### src/rtl/move_sequencer.sv
// Whole-move sequencer for the XY gantry: buffers compass steps, optionally homes,
// drives the electromagnet and hands one-hot step pulses to the motor block.
module move_sequencer #(
    parameter int unsigned DEPTH          = 16,
    parameter int unsigned ADDR_W         = 4,
    parameter int unsigned CNT_W          = 24,
    parameter int unsigned SETTLE_CYCLES  = 50000,
    parameter int unsigned GAP_CYCLES     = 5000,
    parameter int unsigned TIMEOUT_CYCLES = 10000000
) (
    input  logic            clk,
    input  logic            reset_n,
    input  logic            step_valid,
    input  logic [2:0]      step_dir,
    output logic            step_ready,
    input  logic            start,
    input  logic            home_first,
    input  logic            abort,
    input  logic            motor_done,
    output logic [7:0]      direction,
    output logic            home,
    output logic            magnet_en,
    output logic            busy,
    output logic            seq_done,
    output logic            error,
    output logic [ADDR_W:0] level
);

    typedef enum logic [3:0] {
        IDLE, HOME, HOME_WAIT, MAG_ON, ISSUE, WAIT_DONE, GAP, MAG_OFF, FINISH, ABORT_WAIT
    } state_t;

    localparam logic [CNT_W-1:0] SETTLE_C  = CNT_W'(SETTLE_CYCLES);
    localparam logic [CNT_W-1:0] GAP_C     = CNT_W'(GAP_CYCLES);
    localparam logic [CNT_W-1:0] TIMEOUT_C = CNT_W'(TIMEOUT_CYCLES);
    localparam logic [ADDR_W:0]  FULL_C    = (ADDR_W+1)'(DEPTH);

    state_t            state;
    logic [2:0]        mem [DEPTH];
    logic [ADDR_W-1:0] wr_ptr, rd_ptr;
    logic [CNT_W-1:0]  cnt, cnt_inc;
    logic              armed, pending, push;

    // armed keeps step_ready low while reset is held, so every output reads 0 in reset
    assign step_ready = armed && (state == IDLE) && (level != FULL_C);
    assign push       = step_valid && step_ready;
    assign busy       = (state != IDLE);
    assign cnt_inc    = (&cnt) ? cnt : cnt + 1'b1;

    always_ff @(posedge clk) begin
        if (push) mem[wr_ptr] <= step_dir;
    end

    always_ff @(posedge clk or negedge reset_n) begin
        if (!reset_n) begin
            state     <= IDLE;
            wr_ptr    <= '0;
            rd_ptr    <= '0;
            level     <= '0;
            cnt       <= '0;
            armed     <= 1'b0;
            pending   <= 1'b0;
            direction <= '0;
            home      <= 1'b0;
            magnet_en <= 1'b0;
            seq_done  <= 1'b0;
            error     <= 1'b0;
        end else begin
            armed     <= 1'b1;
            cnt       <= cnt_inc;
            direction <= '0;
            home      <= 1'b0;
            seq_done  <= 1'b0;
            if (motor_done) pending <= 1'b0;
            if (push) begin
                wr_ptr <= wr_ptr + 1'b1;
                level  <= level + 1'b1;
            end

            if (abort && state != IDLE) begin
                state     <= ABORT_WAIT;
                cnt       <= '0;
                magnet_en <= 1'b0;
            end else begin
                case (state)
                    IDLE: begin
                        if (abort) begin
                            wr_ptr <= '0;
                            rd_ptr <= '0;
                            level  <= '0;
                        end else if (start) begin
                            error <= 1'b0;
                            cnt   <= '0;
                            if (home_first) begin
                                state   <= HOME;
                                home    <= 1'b1;
                                pending <= 1'b1;
                            end else if (level == '0) begin
                                state    <= FINISH;
                                seq_done <= 1'b1;
                            end else begin
                                state     <= MAG_ON;
                                magnet_en <= 1'b1;
                            end
                        end
                    end
                    HOME: begin
                        state <= HOME_WAIT;
                        cnt   <= '0;
                    end
                    HOME_WAIT, WAIT_DONE: begin
                        if (motor_done) begin
                            cnt <= '0;
                            if (level == '0) begin
                                if (state == HOME_WAIT) begin
                                    state    <= FINISH;
                                    seq_done <= 1'b1;
                                end else begin
                                    state     <= MAG_OFF;
                                    magnet_en <= 1'b0;
                                end
                            end else if (state == HOME_WAIT) begin
                                state     <= MAG_ON;
                                magnet_en <= 1'b1;
                            end else begin
                                state <= GAP;
                            end
                        end else if (cnt >= TIMEOUT_C) begin
                            state     <= IDLE;
                            error     <= 1'b1;
                            magnet_en <= 1'b0;
                            pending   <= 1'b0;
                            wr_ptr    <= '0;
                            rd_ptr    <= '0;
                            level     <= '0;
                        end
                    end
                    MAG_ON: begin
                        if (cnt >= SETTLE_C) begin
                            state <= ISSUE;
                            cnt   <= '0;
                        end
                    end
                    ISSUE: begin
                        if (!motor_done) begin
                            direction <= 8'b1 << mem[rd_ptr];
                            rd_ptr    <= rd_ptr + 1'b1;
                            level     <= level - 1'b1;
                            pending   <= 1'b1;
                            state     <= WAIT_DONE;
                            cnt       <= '0;
                        end
                    end
                    GAP: begin
                        if (cnt >= GAP_C) begin
                            state <= ISSUE;
                            cnt   <= '0;
                        end
                    end
                    MAG_OFF: begin
                        if (cnt >= SETTLE_C) begin
                            state    <= FINISH;
                            seq_done <= 1'b1;
                            cnt      <= '0;
                        end
                    end
                    FINISH: begin
                        state <= IDLE;
                        cnt   <= '0;
                    end
                    ABORT_WAIT: begin
                        // a move still in flight must finish (or time out) before the path is dropped
                        if (!pending || motor_done || cnt >= TIMEOUT_C) begin
                            state   <= IDLE;
                            pending <= 1'b0;
                            wr_ptr  <= '0;
                            rd_ptr  <= '0;
                            level   <= '0;
                        end
                    end
                    default: state <= IDLE;
                endcase
            end
        end
    end

endmodule

### config.mk
export PLATFORM = sky130hd
export DESIGN_NAME = move_sequencer
export DESIGN_NICKNAME = d
export VERILOG_FILES = /design/src/rtl/move_sequencer.sv
export SDC_FILE = /design/constraint.sdc
export NUM_CORES = 1
export LEC_CHECK = 0
export ABC_CLOCK_PERIOD_IN_PS = 3300
export CELL_PAD_IN_SITES_DETAIL_PLACEMENT = 1
export CELL_PAD_IN_SITES_GLOBAL_PLACEMENT = 1
export CORE_MARGIN = 4
export CORE_UTILIZATION = 43
export CTS_BUF_LIST = sky130_fd_sc_hd__clkbuf_2 sky130_fd_sc_hd__clkbuf_4 sky130_fd_sc_hd__clkbuf_8
export DETAILED_ROUTE_END_ITERATION = 10
export PLACE_DENSITY = 0.75
export SYNTH_ARGS = -nofsm -noshare
export SYNTH_HDL_FRONTEND = slang
export SYNTH_SLANG_ARGS = --single-unit
### constraint.sdc
create_clock -name clk -period 3.3 [get_ports clk]
set_clock_uncertainty 0.05 [all_clocks]
set_input_delay 0.66 -clock clk [delete_from_list [all_inputs] [get_ports clk]]
set_output_delay 0.66 -clock clk [all_outputs]
set_load 0.05 [all_outputs]
Yosys cells after proc, flatten, opt, wreduce, memory -nomap -nowiden
Memories as Yosys holds them, arrays and structs flattened.
Index checks and enable logic that the tools add are counted.
Storage, ports and cells
  output and inout bits: 19
  register bits after elaboration: 55
  bits in writable memories: 48
  memories: 1
Memory list
  mem: depth 16, bits a word 3, rd ports 1, clocked after memory_dff 0, write ports 1, line 39  | logic [2:0] mem [DEPTH];
Cells by class
  magnitude comparators: 3
  $add $sub $neg: 5
  reductions and logical operators: 21
  multiplexer cells: 90
  bitwise operators: 1
  shift-type cells: 1
  equal/unequal tests: 29
Operators with widths (number)
  $mux W24: 8
  $pmux W24 S6: 1
  $mux W4: 23
  $mux W1: 39
  $mux W5: 7
  $pmux W4 S8: 1
  $add A24 B1 Y24 const B: 1
  $ge A24 B13 Y1 const B: 1
  $ge A24 B16 Y1 const B: 1
  $ge A24 B24 Y1 const B: 1
  $mux W8: 3
  $reduce_and A24 Y1: 1
  $pmux W5 S4: 1
  $ne A3 B3 Y1 const B: 6
  $eq A4 B3 Y1 const B: 4
  $pmux W4 S4: 1
  $reduce_and A8 Y1: 2
  $ne A5 B5 Y1 const B: 3
  $ne A2 B2 Y1 const B: 7
  $pmux W4 S3: 1
  $ne A3 B2 Y1 const B: 3
  $add A4 B1 Y4 const B: 2
  $eq A4 B2 Y1 const B: 2
  $eq A4 B4 Y1 const B: 2
  21 further kinds: 29

Depth between registers and ports, before layout
  depth after elaboration: 9
  depth in mapped cells: 10

Worst setup path after synthesis
No wires, ideal clock.
  path kind: register to register
  start: register state[1]
  end: memory mem[4][0], enable pin
  setup slack: 123 ps
  library setup time: 345 ps
  data arrival time: 2782 ps
  stages on the path, launching flop included: 7
  path through: dfrtp_1 -> nor4_1 -> inv_1 -> a311oi_2 -> buf_2 -> nand2_1 -> nor3_1
On the way
  cells in the longest elaborated chain, start to end: 6
Ends and longest elaborated chain
  start: declaration: line 38  | state_t state;
  start signal: assignment: line 56  | state <= IDLE;
  start signal: assignment: line 81  | state <= ABORT_WAIT;
  start signal: assignment: line 95  | state <= HOME;
  $logic_not A4 Y1: line 45  | assign step_ready = armed && (state == IDLE) && (level != FULL_C);
  $logic_and A1 B1 Y1 (2 in series): line 45
  $logic_and A1 B1 Y1: line 46  | assign push = step_valid && step_ready;
  $mux W1: line 51  | if (push) mem[wr_ptr] <= step_dir;
  $mux W1 (not written as such): line 51
  end: declaration: line 39
No other way between the ends.

Final worst setup path
  start: register state[0]
  end: memory mem[7][0], enable pin
The elaborated chain is that of the path after synthesis.

==> impl_metrics.yaml <==
place:
  gp_congestion: 0.834
  pre_cts_slack_ns: 0.367
  port_buffers: 28
  dp_hpwl_um: 9590
clocking:
  clk-insertion-delay-late_ns: 0.39
  clock-sinks: 103
  ctsResizeCount: 0
  postCtsSetupBuffers: 0
  cts_buffers: 9
  cts_tree: "yes"
  cts_hold_buf: 0
  cts_buffer_depth: 2
  h-tree-depth: 3
  cts_root_buffer: "clkbuf_8"
  clk_pin_slew_worst_paths_ns: 0.12
floorplan:
  die_w_um: 120
  dieArea_sq_um: 14300
  start_util_pct: 44.1
  core.rowCount: 40
  core-area_sq_um: 12100
  ios: 29
  die_y_um: 120
setup_path:
  worst_path_max_delay_cell: "dfrtp_1"
  reg2regPathDepth: 5
  arrival_ns: 2.95
  critPathMaxFanout: 17
  crit_required_ns: 3.28
  crit_type: "flip-flop to flip-flop"
  cp_cell_sequence: "nor4_1 > inv_1 > a311oi_2 > nand2_1 > nor3_1"
  cp_slowest_stage_delay_ns: 0.58
  cp-end-kind: "flip-flop"
  worstSetupStartpointType: "flip-flop"
outcome:
  status: "finished clean"
pwr:
  pwr-share-clk_pct: 24.0
  vdd_drop_max_mv: 0.211
  finalPower_mw: 3.39
  p_sw_share_pct: 38.1
  power_frac_seq_pct: 45.0
  power.leakage_nw: 2.30
  powerDensity_nw_per_um2: 562
  pwr-share-comb_pct: 31.0
  p_int_mw: 2.10
  p_sw_mw: 1.29
route:
  firstDrtPassIters: 4
  drc: 0
  route.met2.wl_um: 6570
  routed-wl-met3_um: 535
  wl_um: 13200
  wire_per_inst_um: 19.0
  maxUsedRoutingLayer: "met4"
  vias: 3955
  viasPerCell: 5.69
  initialDrtViolationCount: 366
  ant_nets: 0
  wl_met1_um: 5830
cells_and_area:
  fill_cells: 1339
  final_cell_mix: "nor2_1, dfrtp_1, edfxtp_1"
  syn_to_final_growth_pct: 13.0
  nets: 545
  drive_gt1_share_pct: 11.2
  num_antenna_cells: 0
  layout_commonest_cell: "nor2_1"
yosys:
  synth_edf_count: 48
  ys.flop_type: "dfrtp_1"
  synth_area_per_cell_sq_um: 10.8
  syn_nets: 518
  ys_seq_area_share_pct: 52.7
  ys_types: 63
  ys_async_sr_fraction_pct: 53.4
  yosys_register_bits: 103
  ys_warn_count: 0
  synth_cells: 495
  synth_area_sq_um: 5350
global_route:
  antenna_found_initial: 0
  grt_overflow_total: 0
  grt_pass1_wl_um: 22200
  grt_max_degree: 32
  grtUsageTotal_pct: 19.5
  grt_pass1_vias: 4249
timing:
  worst_pin_slew_ns: 0.979
  fin_crit_ns: 2.97
  tns_ns: 0
  rsz0062_at_grt: "no"
  setup_viol: 0
  fmax_mhz: 337
  hold_violations: 0
  relSlewSlack_pct: 34.5
  slew_viol_final: 0
  post-route-period-util_pct: 90.0
  layout_setup_ws_ns: 0.330
flow_run:
  drv_cap: 0
worst_hold_path:
  hold_class: "input port to asynchronous set/reset pin"
[cell families (layout without fill, tap and decap cells)]
family / Yosys count / in the layout / synth area share [%]
other: 1 / 1 / 0.0701
adder cells (fa/ha/maj): 13 / 13 / 3.04
AND/OR/NAND/NOR: 208 / 208 / 20.2
XOR/XNOR: 27 / 27 / 4.42
buffers and inverters: 45 / 77 / 3.46
flip-flops: 103 / 103 / 52.7
multiplexers: 22 / 22 / 6.41
AO/OA/AOI/OAI: 76 / 76 / 9.67
[synth_stat cells (8+ instances only)]
cell	number	area (sq um)
a21oi_1	16	80.1
and2_1	13	81.3
and3_1	9	56.3
clkbuf_1	23	86.3
dfrtp_1	55	1380
edfxtp_1	48	1440
ha_1	13	163
inv_1	18	67.6
mux2_2	8	90.1
mux4_2	9	203
nand2_1	34	128
nand3_1	15	75.1
nand4_1	8	50.1
nor2_1	59	221
nor3_1	18	90.1
nor4_1	9	56.3
o21ai_0	20	100
xnor2_1	14	123
xor2_1	13	114
[per-layer routing]
metal | vias to the layer above | track usage, %
met5 | - | 0
met4 | 0 | 8.09
met3 | 20 | 3.58
met2 | 81 | 32.4
met1 | 2007 | 25.4
li1 | 1847 | -
[path summary, 6_finish.rpt]
check,endpoint,startpoint,slack [ns]
max in group asynchronous,cnt[18],reset_n,2.11
worst max register to register,mem[7][0],state[0],0.33
worst min register to register,error,error,0.49
min in group clk,error,error,0.49
worst max-delay path,mem[7][0],state[0],0.33
worst min-delay path,direction[4],reset_n,0.27
[sequential cells by signal, summed over array words and instances, names as in the netlist]
name,cells
state,4
error,1
magnet_en,1
pending,1
armed,1
mem,48
direction,8
level,5
cnt,24
wr_ptr,4
seq_done,1
home,1
rd_ptr,4
[critical path, delay by kind of cell (launching register included)]
family	cells	cell delay, ns
AND/OR/NAND/NOR	3	1.17
flip-flops	1	0.58
AO/OA/AOI/OAI	1	0.57
buffers and inverters	1	0.24
[metrics by stage]
stage	utilization, %	hold slack (ns)	std cells	area [sq um]
after floorplan	-	0.314	495	5350
after global placement	48.1	0.446	679	5830
after detailed placement	48.1	0.467	679	5830
after CTS	49.9	0.272	695	6040
after global routing	49.9	0.307	695	6040
final	49.9	0.267	695	6040
[cell type report]
class | count | area [sq um] | share of cell area [%]
inverter | 19 | 71.3 | 1.18
clock buffer | 9 | 124 | 2.05
timing repair buffer | 42 | 388 | 6.42
clock inverter | 7 | 85.1 | 1.41
tap | 168 | 210 | 3.48
sequential | 103 | 2820 | 46.7
multi-input combinational | 347 | 2340 | 38.8
[power by group through the flow]
stage / sequential (mW) / clock, mW / combinational, mW
after global routing: 1.54 / 0.888 / 1.17
after CTS: 1.53 / 0.834 / 1.06
after floorplan: 1.56 / 0 / 0.727
after detailed placement: 1.55 / 0 / 1.06
final: 1.53 / 0.814 / 1.05
after global placement: 1.55 / 0 / 1.02
(Power assumes the default switching activity.)
